===== src/rtl/lsu_pkg.sv =====
// lsu_pkg: shared encodings for the load/store unit.
//   - RV32 funct3 width/sign encodings
//   - FSM state enum
//   - exception cause codes
package lsu_pkg;

  localparam logic [2:0] F3_B  = 3'b000;
  localparam logic [2:0] F3_H  = 3'b001;
  localparam logic [2:0] F3_W  = 3'b010;
  localparam logic [2:0] F3_BU = 3'b100;
  localparam logic [2:0] F3_HU = 3'b101;

  typedef enum logic [1:0] {
    S_IDLE = 2'd0,
    S_REQ  = 2'd1,
    S_RESP = 2'd2
  } lsu_state_e;

  typedef enum logic [1:0] {
    EXC_NONE     = 2'd0,
    EXC_LD_MISAL = 2'd1,
    EXC_ST_MISAL = 2'd2,
    EXC_TIMEOUT  = 2'd3
  } exc_cause_e;

endpackage


===== src/rtl/lsu_if.sv =====
// lsu_if: bundles the execute-stage input, data-memory bus, writeback and
// exception signals of the LSU.
//   master : the LSU side (drives in_ready, mem_*, wb_*, exc_*)
//   slave  : the environment side (execute stage, memory, writeback stage)
interface lsu_if;
  logic        in_valid;
  logic        in_ready;
  logic [31:0] in_result;
  logic [31:0] in_store_data;
  logic        in_is_load;
  logic        in_is_store;
  logic [2:0]  in_funct3;
  logic [4:0]  in_rd;

  logic        mem_req;
  logic        mem_we;
  logic [31:0] mem_addr;
  logic [3:0]  mem_wstrb;
  logic [31:0] mem_wdata;
  logic        mem_gnt;
  logic        mem_rvalid;
  logic [31:0] mem_rdata;

  logic        wb_valid;
  logic        wb_we;
  logic [4:0]  wb_rd;
  logic [31:0] wb_data;

  logic        exc_valid;
  logic [1:0]  exc_cause;

  modport master (
    input  in_valid, in_result, in_store_data, in_is_load, in_is_store, in_funct3, in_rd,
    output in_ready,
    output mem_req, mem_we, mem_addr, mem_wstrb, mem_wdata,
    input  mem_gnt, mem_rvalid, mem_rdata,
    output wb_valid, wb_we, wb_rd, wb_data,
    output exc_valid, exc_cause
  );

  modport slave (
    output in_valid, in_result, in_store_data, in_is_load, in_is_store, in_funct3, in_rd,
    input  in_ready,
    input  mem_req, mem_we, mem_addr, mem_wstrb, mem_wdata,
    output mem_gnt, mem_rvalid, mem_rdata,
    input  wb_valid, wb_we, wb_rd, wb_data,
    input  exc_valid, exc_cause
  );
endinterface


===== src/rtl/lsu_align.sv =====
// lsu_align: combinational byte-lane steering for stores, load extraction
// with sign/zero extension, and misalignment detection.
// Ports:
//   i_funct3     - RV32 width/sign code
//   i_off        - address bits [1:0]
//   i_store_data - rs2 value
//   i_rdata      - memory read word
//   o_wstrb      - byte-lane strobes
//   o_wdata      - lane-replicated store data
//   o_load_val   - extracted, extended load value
//   o_misaligned - access is misaligned (only with LSU_MISALIGN_TRAP_EN)
// Macro LSU_MISALIGN_TRAP_EN: when undefined, the offset is forced aligned
// for the access width and o_misaligned is tied low.
module lsu_align
  import lsu_pkg::*;
(
  input  logic [2:0]  i_funct3,
  input  logic [1:0]  i_off,
  input  logic [31:0] i_store_data,
  input  logic [31:0] i_rdata,
  output logic [3:0]  o_wstrb,
  output logic [31:0] o_wdata,
  output logic [31:0] o_load_val,
  output logic        o_misaligned
);
  logic       w_is_half;
  logic       w_is_word;
  logic       w_sext;
  logic [1:0] w_off;
  logic [7:0] w_byte;
  logic [15:0] w_half;

  assign w_is_half = (i_funct3[1:0] == F3_H[1:0]);
  assign w_is_word = i_funct3[1];
  assign w_sext    = ~i_funct3[2];

`ifdef LSU_MISALIGN_TRAP_EN
  assign o_misaligned = (w_is_half && i_off[0]) || (w_is_word && (i_off != 2'b00));
  assign w_off        = i_off;
`else
  assign o_misaligned = 1'b0;
  assign w_off = w_is_word ? 2'b00 : (w_is_half ? {i_off[1], 1'b0} : i_off);
`endif

  always_comb begin
    o_wstrb = 4'b0000;
    o_wdata = 32'h0;
    w_byte  = 8'h0;
    case (w_off)
      2'd0:    w_byte = i_rdata[7:0];
      2'd1:    w_byte = i_rdata[15:8];
      2'd2:    w_byte = i_rdata[23:16];
      default: w_byte = i_rdata[31:24];
    endcase
    w_half = w_off[1] ? i_rdata[31:16] : i_rdata[15:0];
    if (w_is_word) begin
      o_wstrb    = 4'b1111;
      o_wdata    = i_store_data;
      o_load_val = i_rdata;
    end else if (w_is_half) begin
      o_wstrb    = 4'b0011 << w_off;
      o_wdata    = {2{i_store_data[15:0]}};
      o_load_val = {{16{w_sext & w_half[15]}}, w_half};
    end else begin
      o_wstrb    = 4'b0001 << w_off;
      o_wdata    = {4{i_store_data[7:0]}};
      o_load_val = {{24{w_sext & w_byte[7]}}, w_byte};
    end
  end
endmodule


===== src/rtl/lsu.sv =====
// lsu: load/store unit after the execute-stage ALU. Non-memory ops pass
// straight to writeback; loads/stores run one outstanding transaction on a
// req/gnt/rvalid bus, with an optional bus timeout.
// Ports:
//   clk, rst - clock, synchronous active-high reset
//   bus      - lsu_if.master (execute input, memory bus, writeback, exception)
// Parameter TIMEOUT: cycles waited for gnt/rvalid before cause 3; 0 disables.
// Macro LSU_MISALIGN_TRAP_EN: misaligned accesses trap instead of being
// force-aligned (handled inside lsu_align).
//
// state  | meaning
// S_IDLE | ready for a new op; non-memory ops complete here
// S_REQ  | mem_req held until gnt or timeout
// S_RESP | load granted, waiting for rvalid or timeout
module lsu
  import lsu_pkg::*;
#(
  parameter int TIMEOUT = 255
) (
  input logic   clk,
  input logic   rst,
  lsu_if.master bus
);
  localparam int CW = (TIMEOUT < 2) ? 1 : $clog2(TIMEOUT + 1);

  lsu_state_e  r_state, w_state_nx;
  logic [31:0] r_addr;
  logic [31:0] r_sdata;
  logic [2:0]  r_f3;
  logic        r_is_load;
  logic [4:0]  r_rd;
  logic [CW-1:0] r_cnt;

  logic        r_wb_valid, r_wb_we, r_exc_valid;
  logic [4:0]  r_wb_rd;
  logic [31:0] r_wb_data;
  logic [1:0]  r_exc_cause;

  logic        w_idle, w_accept, w_is_mem, w_tmo, w_req, w_wr;
  logic [2:0]  w_al_f3;
  logic [1:0]  w_al_off;
  logic [3:0]  w_wstrb;
  logic [31:0] w_wdata, w_load_val;
  logic        w_misal;

  assign w_idle   = (r_state == S_IDLE);
  assign w_accept = w_idle && bus.in_valid;
  assign w_is_mem = bus.in_is_load || bus.in_is_store;
  assign w_tmo    = (TIMEOUT != 0) && (r_cnt == CW'(TIMEOUT));

  // One aligner: sees the incoming op in IDLE (misalign check), the latched op otherwise.
  assign w_al_f3  = w_idle ? bus.in_funct3 : r_f3;
  assign w_al_off = w_idle ? bus.in_result[1:0] : r_addr[1:0];

  lsu_align u_align (
    .i_funct3     (w_al_f3),
    .i_off        (w_al_off),
    .i_store_data (r_sdata),
    .i_rdata      (bus.mem_rdata),
    .o_wstrb      (w_wstrb),
    .o_wdata      (w_wdata),
    .o_load_val   (w_load_val),
    .o_misaligned (w_misal)
  );

  // Request drops combinationally on timeout and in the reset cycle.
  assign w_req = (r_state == S_REQ) && !w_tmo && !rst;
  assign w_wr  = w_req && !r_is_load;

  assign bus.in_ready  = w_idle;
  assign bus.mem_req   = w_req;
  assign bus.mem_we    = w_wr;
  assign bus.mem_addr  = w_req ? {r_addr[31:2], 2'b00} : 32'h0;
  assign bus.mem_wstrb = w_wr ? w_wstrb : 4'b0000;
  assign bus.mem_wdata = w_wr ? w_wdata : 32'h0;
  assign bus.wb_valid  = r_wb_valid;
  assign bus.wb_we     = r_wb_we;
  assign bus.wb_rd     = r_wb_rd;
  assign bus.wb_data   = r_wb_data;
  assign bus.exc_valid = r_exc_valid;
  assign bus.exc_cause = r_exc_cause;

  always_comb begin
    w_state_nx = r_state;
    case (r_state)
      S_IDLE: if (w_accept && w_is_mem && !w_misal) w_state_nx = S_REQ;
      S_REQ: begin
        if (w_tmo)              w_state_nx = S_IDLE;
        else if (bus.mem_gnt)   w_state_nx = r_is_load ? S_RESP : S_IDLE;
      end
      S_RESP: if (bus.mem_rvalid || w_tmo) w_state_nx = S_IDLE;
      default: w_state_nx = S_IDLE;
    endcase
  end

  always_ff @(posedge clk) begin
    if (rst) begin
      r_state     <= S_IDLE;
      r_addr      <= 32'h0;
      r_sdata     <= 32'h0;
      r_f3        <= 3'b000;
      r_is_load   <= 1'b0;
      r_rd        <= 5'd0;
      r_cnt       <= '0;
      r_wb_valid  <= 1'b0;
      r_wb_we     <= 1'b0;
      r_wb_rd     <= 5'd0;
      r_wb_data   <= 32'h0;
      r_exc_valid <= 1'b0;
      r_exc_cause <= 2'd0;
    end else begin
      r_state     <= w_state_nx;
      r_wb_valid  <= 1'b0;
      r_exc_valid <= 1'b0;
      if (w_state_nx != r_state)  r_cnt <= '0;
      else if (!w_idle)           r_cnt <= r_cnt + CW'(1);
      case (r_state)
        S_IDLE: if (w_accept) begin
          if (!w_is_mem) begin
            r_wb_valid <= 1'b1;
            r_wb_we    <= (bus.in_rd != 5'd0);
            r_wb_rd    <= bus.in_rd;
            r_wb_data  <= bus.in_result;
          end else if (w_misal) begin
            r_exc_valid <= 1'b1;
            r_exc_cause <= bus.in_is_load ? EXC_LD_MISAL : EXC_ST_MISAL;
          end else begin
            r_addr    <= bus.in_result;
            r_sdata   <= bus.in_store_data;
            r_f3      <= bus.in_funct3;
            r_is_load <= bus.in_is_load;
            r_rd      <= bus.in_rd;
          end
        end
        S_REQ: begin
          if (w_tmo) begin
            r_exc_valid <= 1'b1;
            r_exc_cause <= EXC_TIMEOUT;
          end else if (bus.mem_gnt && !r_is_load) begin
            r_wb_valid <= 1'b1;
            r_wb_we    <= 1'b0;
            r_wb_rd    <= r_rd;
            r_wb_data  <= 32'h0;
          end
        end
        S_RESP: begin
          if (bus.mem_rvalid) begin
            r_wb_valid <= 1'b1;
            r_wb_we    <= (r_rd != 5'd0);
            r_wb_rd    <= r_rd;
            r_wb_data  <= w_load_val;
          end else if (w_tmo) begin
            r_exc_valid <= 1'b1;
            r_exc_cause <= EXC_TIMEOUT;
          end
        end
        default: ;
      endcase
    end
  end
endmodule


===== src/flat_wrapper.sv =====
// flat-port wrapper written by rule: the top's interface ports become plain ports
module lsu_flat import lsu_pkg::*;
#(
  parameter int TIMEOUT = 255
)
  (clk, rst, bus_in_valid, bus_in_result, bus_in_store_data, bus_in_is_load, bus_in_is_store, bus_in_funct3, bus_in_rd, bus_in_ready, bus_mem_req, bus_mem_we, bus_mem_addr, bus_mem_wstrb, bus_mem_wdata, bus_mem_gnt, bus_mem_rvalid, bus_mem_rdata, bus_wb_valid, bus_wb_we, bus_wb_rd, bus_wb_data, bus_exc_valid, bus_exc_cause);
  lsu_if bus_i ();
  input logic clk;
  input logic rst;
  input wire logic [$bits(bus_i.in_valid)-1:0] bus_in_valid;
  input wire logic [$bits(bus_i.in_result)-1:0] bus_in_result;
  input wire logic [$bits(bus_i.in_store_data)-1:0] bus_in_store_data;
  input wire logic [$bits(bus_i.in_is_load)-1:0] bus_in_is_load;
  input wire logic [$bits(bus_i.in_is_store)-1:0] bus_in_is_store;
  input wire logic [$bits(bus_i.in_funct3)-1:0] bus_in_funct3;
  input wire logic [$bits(bus_i.in_rd)-1:0] bus_in_rd;
  output wire logic [$bits(bus_i.in_ready)-1:0] bus_in_ready;
  output wire logic [$bits(bus_i.mem_req)-1:0] bus_mem_req;
  output wire logic [$bits(bus_i.mem_we)-1:0] bus_mem_we;
  output wire logic [$bits(bus_i.mem_addr)-1:0] bus_mem_addr;
  output wire logic [$bits(bus_i.mem_wstrb)-1:0] bus_mem_wstrb;
  output wire logic [$bits(bus_i.mem_wdata)-1:0] bus_mem_wdata;
  input wire logic [$bits(bus_i.mem_gnt)-1:0] bus_mem_gnt;
  input wire logic [$bits(bus_i.mem_rvalid)-1:0] bus_mem_rvalid;
  input wire logic [$bits(bus_i.mem_rdata)-1:0] bus_mem_rdata;
  output wire logic [$bits(bus_i.wb_valid)-1:0] bus_wb_valid;
  output wire logic [$bits(bus_i.wb_we)-1:0] bus_wb_we;
  output wire logic [$bits(bus_i.wb_rd)-1:0] bus_wb_rd;
  output wire logic [$bits(bus_i.wb_data)-1:0] bus_wb_data;
  output wire logic [$bits(bus_i.exc_valid)-1:0] bus_exc_valid;
  output wire logic [$bits(bus_i.exc_cause)-1:0] bus_exc_cause;
  assign bus_i.in_valid = bus_in_valid;
  assign bus_i.in_result = bus_in_result;
  assign bus_i.in_store_data = bus_in_store_data;
  assign bus_i.in_is_load = bus_in_is_load;
  assign bus_i.in_is_store = bus_in_is_store;
  assign bus_i.in_funct3 = bus_in_funct3;
  assign bus_i.in_rd = bus_in_rd;
  assign bus_in_ready = bus_i.in_ready;
  assign bus_mem_req = bus_i.mem_req;
  assign bus_mem_we = bus_i.mem_we;
  assign bus_mem_addr = bus_i.mem_addr;
  assign bus_mem_wstrb = bus_i.mem_wstrb;
  assign bus_mem_wdata = bus_i.mem_wdata;
  assign bus_i.mem_gnt = bus_mem_gnt;
  assign bus_i.mem_rvalid = bus_mem_rvalid;
  assign bus_i.mem_rdata = bus_mem_rdata;
  assign bus_wb_valid = bus_i.wb_valid;
  assign bus_wb_we = bus_i.wb_we;
  assign bus_wb_rd = bus_i.wb_rd;
  assign bus_wb_data = bus_i.wb_data;
  assign bus_exc_valid = bus_i.exc_valid;
  assign bus_exc_cause = bus_i.exc_cause;
  lsu #(.TIMEOUT(TIMEOUT)) u_core (.clk(clk), .rst(rst), .bus(bus_i));
endmodule

===== config.mk =====
export PLATFORM = sky130hd
export DESIGN_NAME = lsu_flat
export DESIGN_NICKNAME = d
export VERILOG_FILES = /design/src/rtl/lsu_pkg.sv /design/src/rtl/lsu_if.sv /design/src/rtl/lsu_align.sv /design/src/rtl/lsu.sv /design/src/flat_wrapper.sv
export SDC_FILE = /design/constraint.sdc
export NUM_CORES = 1
export LEC_CHECK = 0
export CAP_MARGIN = 25
export CORE_MARGIN = 2
export CORE_UTILIZATION = 37
export DETAILED_ROUTE_END_ITERATION = 8
export GPL_ROUTABILITY_DRIVEN = 0
export PLACE_DENSITY_LB_ADDON = 0.1
export SYNTH_ARGS = -nofsm -noshare
export SYNTH_HDL_FRONTEND = slang
export SYNTH_SLANG_ARGS = --single-unit

===== constraint.sdc =====
create_clock -name clk -period 2.6 [get_ports clk]
set_input_delay 0.52 -clock clk [delete_from_list [all_inputs] [get_ports clk]]
set_output_delay 0.52 -clock clk [all_outputs]
set_load 0.1 [all_outputs]

* After elaboration in Yosys (flattened, before gate mapping)
Cells that the tools add are included.
Storage, ports and cells: latch bits 0, register bits after elaboration 125, memory bits (read-only) 0, output and inout bits 113, memories 0, RAM bits 0
Operators by class: magnitude comparators 0, bitwise operators 3, reductions and logical operators 21, equality and inequality tests 13, shift operators 2, add/sub/neg operators 1, multiply operators 0, div/mod/pow operators 0, multiplexer cells 51
Operators by type and width (count):
- 32-bit two-way mux | 11
- 32-bit one-hot mux with 3 select lines | 1
- 5-bit two-way mux | 5
- 8-bit one-hot mux with 3 select lines | 1
- 2-bit two-way mux | 9
- 16-bit two-way mux | 1
- 5-bit one-hot mux with 3 select lines | 1
- 1-bit two-way mux | 13
- 4-bit two-way mux | 3
- 2-bit != test (second input constant) | 6
- 5-bit nonzero test | 2
- 8-bit by 1-bit adder with 8-bit output (second input constant) | 1
- 8-bit equality test (second input constant) | 1
- 2-bit by 1-bit equality test with 1-bit output (second input constant) | 3
- 1-bit logical AND | 6
- 1-bit one-hot mux with 3 select lines | 2
- 2-bit one-hot mux with 3 select lines | 1
- 6-bit AND reduction | 1
- 2-bit equality test (second input constant) | 2
- 2-bit zero test | 2
- 2-bit one-hot mux with 2 select lines | 1
- 1-bit by 2-bit << shifter with 4-bit output (first input constant) | 1
- 2-bit by 2-bit << shifter with 4-bit output (first input constant) | 1
- 1-bit zero test | 3
- 11 further kinds | 13

* Longest topological paths before layout
Gate-level depths: netlist (run 1).
word-level depth 12, gate-level depth with buffers 10, gate-level depth less buffers 7

* Cells and area by module
Synthesis (run 1) repeated with hierarchy kept, for this count alone.
Unflattened totals: cell total of the unflattened synthesis 889, area, all modules 7049.3 um^2
By module, submodules not included:
- lsu | area an instance 5924.4 um^2, cells an instance 717, times used 1
- lsu_align | area an instance 1124.8 um^2, cells an instance 172, times used 1

* Worst setup path before layout (run 1)
Ideal clock, no wire load.
path type flip-flop to output port, from register u_core.r_state[0], to output port bus_mem_wdata[29], required time 2080 ps, path buffers 4, path slack -2914 ps, arrival time 4994 ps, cell stages (with the launch flop) 10, cells stage by stage dfxtp_1 inv_1 ha_1 buf_4 mux2i_1 buf_2 buf_2 buf_1 nor2_1 a311oi_1
On the way: cells in the longest elaborated chain, start to end 6, elaborated cells between the ends (all ways) 10, those cells by class eq/ne: 2; mux: 4; reduce/logical: 4
RTL lines:
- start, declared | line lsu.sv:26 | lsu_state_e r_state, w_state_nx;
- start signal, assigned | line lsu.sv:112 | r_state <= w_state_nx;
- 2-bit zero test * | line lsu.sv:46 | assign w_idle = (r_state == S_IDLE);
- via bus_in_ready | line flat_wrapper.sv:17 | output wire logic [$bits(bus_i.in_ready)-1:0] bus_in_ready;
- 3-bit two-way mux * | line lsu.sv:52 | assign w_al_f3 = w_idle ? bus.in_funct3 : r_f3;
- 2-bit by 1-bit equality test with 1-bit output | line lsu_align.sv:33 | assign w_is_half = (i_funct3[1:0] == F3_H[1:0]);
- 32-bit two-way mux | line lsu_align.sv:60 | end else if (w_is_half) begin
- 32-bit two-way mux * | line lsu_align.sv:56 | if (w_is_word) begin
- 32-bit two-way mux * | line lsu.sv:75 | assign bus.mem_wdata = w_wr ? w_wdata : 32'h0;
- end, declared | line flat_wrapper.sv:22 | output wire logic [$bits(bus_i.mem_wdata)-1:0] bus_mem_wdata;
Mark *: on every way through the listed nets, which the timed path passes. The rest lies on a longest branch.

* Worst setup path after layout (run 1)
from register u_core.r_state[0], to output port bus_mem_wdata[12]
On the way: cells in the longest elaborated chain, start to end 6, elaborated cells between the ends (all ways) 10, those cells by class eq/ne: 2; mux: 4; reduce/logical: 4
RTL lines (line):
- 2-bit zero test | lsu.sv:46
- 3-bit two-way mux | lsu.sv:52
- 2-bit by 1-bit equality test with 1-bit output | lsu_align.sv:33
- 32-bit two-way mux | lsu_align.sv:60
- 32-bit two-way mux | lsu_align.sv:56
- 32-bit two-way mux * | lsu.sv:75
Mark *: on every way between the ends. The rest lies on a longest branch, timed or not.

==> results by group, run 1 <==
Logic synthesis
  • Register area share after synthesis: 0.380
  • Syn. warnings: 0
  • Number of synthesized flops with an enable pin: 0
  • Post-Syn Instances: 844
  • Top-area cell type share of the netlist area: 0.380
  • Most used DFF post-synth: dfxtp_1
  • Top cells by area, synth: dfxtp_1 38%, nand2_1 12%, a21oi_1 7.0%
  • Syn_area_per_cell: 7.74 um2
  • Post-synthesis cell area: 6540 um2
  • Area leader, netlist: dfxtp_1
  • Synth async-reset ratio: 0
  • Synth Register Bits: 124
  • Synth unique cells: 67

CTS
  • CTS Root Cell: clkbuf_16
  • TritonCTS clock tree: built
  • CTS Hold Bufs: 0
  • Worst-path clk slew: 0.06 ns
  • Number of CTS-inserted buffers: 17
  • CTS Sinks: 124
  • Clock latency at the later pin of the worst-skew pair: 0.41 ns
  • H-tree lvl count: 4
  • Max Root-Sink Buffers: 2

Route
  • Antenna-violating nets left: 0
  • Via count: 7290
  • # DRC: 0
  • WL final: 25.0 mm
  • DRT iter0 DRCs: 488
  • DR vias/cell: 5.33
  • Post-detailed-route wirelength per cell: 18.3 um
  • Initial DRT Pass Iterations: 5

Power
  • Pwr Density: 570 nW/um2
  • VDD IR max: 486 uV
  • Leakage: 4.52 nW

Critical path
  • Reg2reg setup slack: 0.02 ns
  • Critical R2R Capture: u_core.bus.wb_data[23]$_SDFFE_PP0P_
  • Critical Path RT: 2.08 ns
  • Reg2Reg Depth: 11
  • CP Max Fanout: 6
  • Crit start category: register
  • Crit Path Category: reg2out
  • Reg-to-reg critical path startpoint: u_core.r_state[0]$_SDFF_PP0_
  • Worst Setup End Kind: primary output
  • Arr. time, crit path: 2.21 ns

Floorplanning
  • Core ar.: 17300 um2
  • Placement Rows: 48
  • Chip width: 137 um
  • I/O pin count: 224
  • Initial Util: 0.378
  • Die height: 137 um
  • Die area: 18700 um2

GRT
  • Vias in the first global route: 6729
  • First-pass GRT wire length: 36.7 mm
  • Grt ovf: 0
  • Largest net degree at the start of global routing: 74
  • Initial antenna violation count: 0
  • Total GRT Usage: 0.253

STA
  • Rel. slew slack: 0.452
  • Fin. Hold Viols: 0
  • Clk_skew: 0.00607 ns
  • Setup WS post-layout: -0.126 ns
  • RSZ-0062 raised after global routing: yes
  • Tcrit/Tclk final: 1.05
  • Max Fclk: 0.367 GHz
  • Worst Max-Slew Pin Slew: 0.821 ns
  • Post-route setup TNS: -2.43 ns
  • Crit path time final: 2.73 ns
  • Count of final setup violators: 44
  • Fin. max-slew vios: 0

Cells and area
  • Final Core Density: 0.685
  • P&R area growth vs syn: 81.2%
  • Commonest cells after routing, fill and taps aside: 201 x nand2_1, 118 x buf_4, 116 x dfxtp_1
  • Share of cells above drive strength 1: 0.350
  • # diodes: 0
  • Nets: 1246
  • Commonest non-fill, non-tap cell in the layout: nand2_1

Worst hold path
  • Worst Hold Endpoint: u_core.r_addr[11]$_SDFFE_PP0P_
  • Min-Delay Startpoint: u_core.r_addr[11]$_SDFFE_PP0P_
  • Worst hold stages: 2
  • Min-Delay Path Class: reg2reg

Status
  • Failing checks: setup timing
  • Outcome: finished, violations left

Place
  • Port Buffers: 221
  • Dpl hpwl: 17.3 mm

Run
  • Max-cap viol count: 0
sequential cells by signal (all words and copies together) (netlist names):
signal / count
u_core.bus.exc_cause: 1
u_core.bus.exc_valid: 1
u_core.bus.wb_data: 32
u_core.bus.wb_rd: 5
u_core.bus.wb_valid: 1
u_core.bus.wb_we: 1
u_core.r_addr: 32
u_core.r_cnt: 8
u_core.r_f3: 3
u_core.r_is_load: 1
u_core.r_rd: 5
u_core.r_sdata: 32
u_core.r_state: 2
Yosys cell counts, types with 3 or more instances:
| library cell | n |
|---|---|
| buf_6 | 5 |
| mux2_2 | 4 |
| a22oi_1 | 16 |
| nand4_1 | 3 |
| dfxtp_1 | 124 |
| buf_4 | 5 |
| nor2_1 | 65 |
| a221o_2 | 6 |
| ha_1 | 5 |
| a311oi_1 | 11 |
| nor3_1 | 14 |
| nand2_1 | 203 |
| mux2i_1 | 29 |
| buf_2 | 6 |
| or4_1 | 3 |
| inv_1 | 17 |
| o21ai_0 | 24 |
| a211oi_2 | 10 |
| xnor2_1 | 6 |
| buf_1 | 6 |
| o32a_1 | 3 |
| a211oi_1 | 27 |
| nand3_1 | 15 |
| and2_1 | 40 |
| clkbuf_1 | 44 |
| or3_1 | 3 |
| o22ai_1 | 8 |
| a21oi_1 | 91 |
| o221ai_1 | 3 |
power breakdown:
part           leakage [nW]  internal, mW  total (mW)  switching, mW
logic                  3.23         0.865        2.29           1.42
registers              1.02          2.04        2.16          0.112
clock network         0.277          1.45        2.30          0.855
stage by stage:
| stage | hold slack, ns | worst slack [ns] | instances | cell area (um2) | power, mW |
|---|---|---|---|---|---|
| 2_1_floorplan | 0.432 | -0.550 | 845 | 7070 | 3.54 |
| 3_3_place_gp | 0.437 | -0.111 | 1292 | 10400 | 4.23 |
| 3_5_place_dp | 0.442 | -0.166 | 1292 | 10400 | 4.25 |
| 4_1_cts | 0.449 | -0.189 | 1345 | 11300 | 6.62 |
| 5_1_grt | 0.472 | -0.177 | 1367 | 11800 | 7.00 |
| 6_report | 0.451 | -0.126 | 1367 | 11800 | 6.75 |
repair_timing:
item                                   CTS  global route
gates resized for setup                 32            83
setup endpoints to repair               39           167
gates cloned                             0             3
setup buffers                           23            20
endpoints found under the hold margin    0             0
pin swaps                               12            26
metal layers:
metal	up-vias	global-route usage	routed length (um)
met5	-	0	0
met4	0	0.0790	487
met3	35	0.0452	1560
met2	266	0.411	12000
met1	3449	0.340	11000
li1	3540	-	-
worst max-delay path by stage:
stage / end / slack (ns) / from
after floorplan: bus_mem_wdata[29] / -0.55 / u_core.r_state[1]$_SDFF_PP0_
after CTS: bus_mem_wdata[27] / -0.19 / u_core.r_cnt[1]$_SDFFE_PP0N_
final: bus_mem_wdata[12] / -0.13 / u_core.r_state[0]$_SDFF_PP0_
after detailed placement: u_core.bus.wb_data[23]$_SDFFE_PP0P_ / -0.17 / bus_in_funct3[1]
after global placement: u_core.bus.wb_data[25]$_SDFFE_PP0P_ / -0.11 / bus_in_funct3[1]
after global routing: bus_mem_wdata[13] / -0.18 / bus_in_funct3[0]
area by class of cell:
class | count | area (um2)
timing repair buffer | 333 | 3990
multi-input combinational | 637 | 4450
fill | 1369 | 5450
tap | 225 | 282
clock buffer | 23 | 468
clock inverter | 8 | 92.6
sequential | 124 | 2500
inverter | 17 | 72.6
kinds of logic after synthesis:
group	synth area share
AND/OR/NAND/NOR	0.249
other	0.000574
AO/OA/AOI/OAI	0.240
multiplexers	0.0534
adder cells (fa/ha/maj)	0.00957
flip-flops	0.380
buffers and inverters	0.0582
XOR/XNOR	0.00938
critical path: stages, from the launching register on:
cell     delay [ns]
dfxtp_4        0.39
inv_4          0.05
ha_4           0.20
buf_6          0.15
buf_6          0.11
a21oi_4        0.20
buf_12         0.18
mux2i_4        0.26
nor2_4         0.07
buf_12         0.16
Note: power is estimated with default switching activity, not from simulation.
==> inputs of run 2 (changes only) <==
==> constraint.sdc (replaced) <==
create_clock -name clk -period 3.4 [get_ports clk]
set_input_delay 0.68 -clock clk [delete_from_list [all_inputs] [get_ports clk]]
set_output_delay 0.68 -clock clk [all_outputs]
set_load 0.1 [all_outputs]
==> results by group, run 2 (synthesis results as in run 1) <==
GRT
  • Largest net degree at the start of global routing: 65
  • Total GRT Usage: 0.248
  • Vias in the first global route: 6434
  • Initial antenna violation count: 0
  • First-pass GRT wire length: 35.5 mm
  • Grt ovf: 0

Cells and area
  • P&R area growth vs syn: 61.2%
  • Share of cells above drive strength 1: 0.220
  • Nets: 1159
  • Commonest non-fill, non-tap cell in the layout: nand2_1
  • Commonest cells after routing, fill and taps aside: 203 x nand2_1, 123 x clkdlybuf4s50_1, 123 x dfxtp_1
  • Final Core Density: 0.609

Critical path
  • Crit start category: register
  • Arr. time, crit path: 2.59 ns
  • Critical Path RT: 2.72 ns
  • Crit Path Category: reg2out
  • Worst Setup End Kind: primary output
  • CP Max Fanout: 19

Route
  • DR vias/cell: 5.28
  • Post-detailed-route wirelength per cell: 18.3 um
  • Antenna-violating nets left: 0
  • WL final: 23.4 mm
  • # DRC: 0
  • DRT iter0 DRCs: 422
  • Via count: 6775
  • Initial DRT Pass Iterations: 5

Run
  • Max-cap viol count: 0

CTS
  • CTS Root Cell: clkbuf_16
  • CTS Sinks: 124
  • Worst-path clk slew: 0.06 ns
  • Max Root-Sink Buffers: 2
  • Post-CTS Repair Setup Buffers: 0
  • CTS Hold Bufs: 0
  • TritonCTS clock tree: built
  • Number of CTS-inserted buffers: 17
  • Clock latency at the later pin of the worst-skew pair: 0.42 ns
  • H-tree lvl count: 4

Worst hold path
  • Min-Delay Path Class: reg2reg

Power
  • Total power: 4.96 mW
  • Leakage: 3.90 nW
  • Pwr Density: 471 nW/um2
  • VDD IR max: 364 uV

Place
  • Dpl hpwl: 17.2 mm
  • Port Buffers: 221

STA
  • Fin. Hold Viols: 0
  • RSZ-0062 raised after global routing: no
  • Clk_skew: 0.00903 ns
  • Fin. max-slew vios: 0
  • Tcrit/Tclk final: 0.961
  • Worst Max-Slew Pin Slew: 0.975 ns
  • Count of final setup violators: 0
  • Max Fclk: 0.306 GHz
  • Post-route setup TNS: 0 ns
  • Crit path time final: 3.27 ns
  • Rel. slew slack: 0.349

Floorplanning
  • Chip width: 137 um
  • Die height: 137 um
  • Core ar.: 17300 um2
  • Placement Rows: 48
  • I/O pin count: 224
  • Die area: 18700 um2
  • Initial Util: 0.378

Status
  • Outcome: completed
## run 2: cell types whose count changed in the layout (fill, tap and decap cells not counted), sizes merged
cell	before	now
bufinv	2	3
clkinvlp	2	5
clkbuf	26	21
clkinv	5	4
clkdlybuf4s50	109	123
buf	221	123
diode	0	1
## run 2: critical path, cell delays in order, from the launching register on
cell	delay [ns]
dfxtp_1	0.33
ha_1	0.25
nand3_1	0.12
o21ai_0	0.11
or3_2	0.52
buf_8	0.23
buf_4	0.24
a21oi_4	0.15
buf_12	0.19
## run 2: per-stage QoR
| step | setup WS [ns] | hold slack [ns] | area (um2) | std cells |
|---|---|---|---|---|
| after floorplan | -0.0303 | 0.432 | 6910 | 845 |
| after global placement | 0.236 | 0.437 | 9920 | 1249 |
| after detailed placement | 0.200 | 0.442 | 9920 | 1249 |
| after CTS | 0.0560 | 0.450 | 10500 | 1281 |
| after global routing | 0.00428 | 0.465 | 10500 | 1281 |
| final | 0.131 | 0.448 | 10500 | 1282 |
## run 2: power by group
part	switching (mW)	internal (mW)
clock	0.669	1.17
sequential	0.0744	1.56
combinational	1.01	0.482
## run 2: what timing repair did
action | 4_1_cts | 5_1_grt
pin swaps | 0 | 0
hold endpoints to repair | 0 | 0
gates resized for setup | 2 | 3
setup endpoints to repair | 10 | 12
## run 2: final cells by class
type / count / area [um2]
well taps: 225 / 282
multi-input cells: 637 / 4040
flip-flops and latches: 124 / 2480
repair buffers: 246 / 3060
inverters: 17 / 67.6
clock buffers: 21 / 450
clock inverters: 11 / 144
diodes: 1 / 2.50
fillers: 1518 / 6760
## run 2: path summary, 6_finish.rpt
| kind | startpoint | endpoint | slack [ns] | cells after the start |
|---|---|---|---|---|
| setup reg to reg | u_core.r_state[0]$_SDFF_PP0_ | u_core.bus.wb_data[15]$_SDFFE_PP0P_ | 0.70 | 8 |
| hold / removal | u_core.r_addr[22]$_SDFFE_PP0P_ | u_core.r_addr[22]$_SDFFE_PP0P_ | 0.45 | 2 |
| hold reg to reg | u_core.r_addr[22]$_SDFFE_PP0P_ | u_core.r_addr[22]$_SDFFE_PP0P_ | 0.45 | 2 |
| setup / recovery | u_core.r_cnt[0]$_SDFFE_PP0N_ | bus_mem_wdata[21] | 0.13 | 8 |
## run 2: metal layers
metal	part of all wire	GRT usage
met3	0.093	0.0996
met5	0	0
met4	0.012	0.0624
met1	0.42	0.310
met2	0.48	0.400
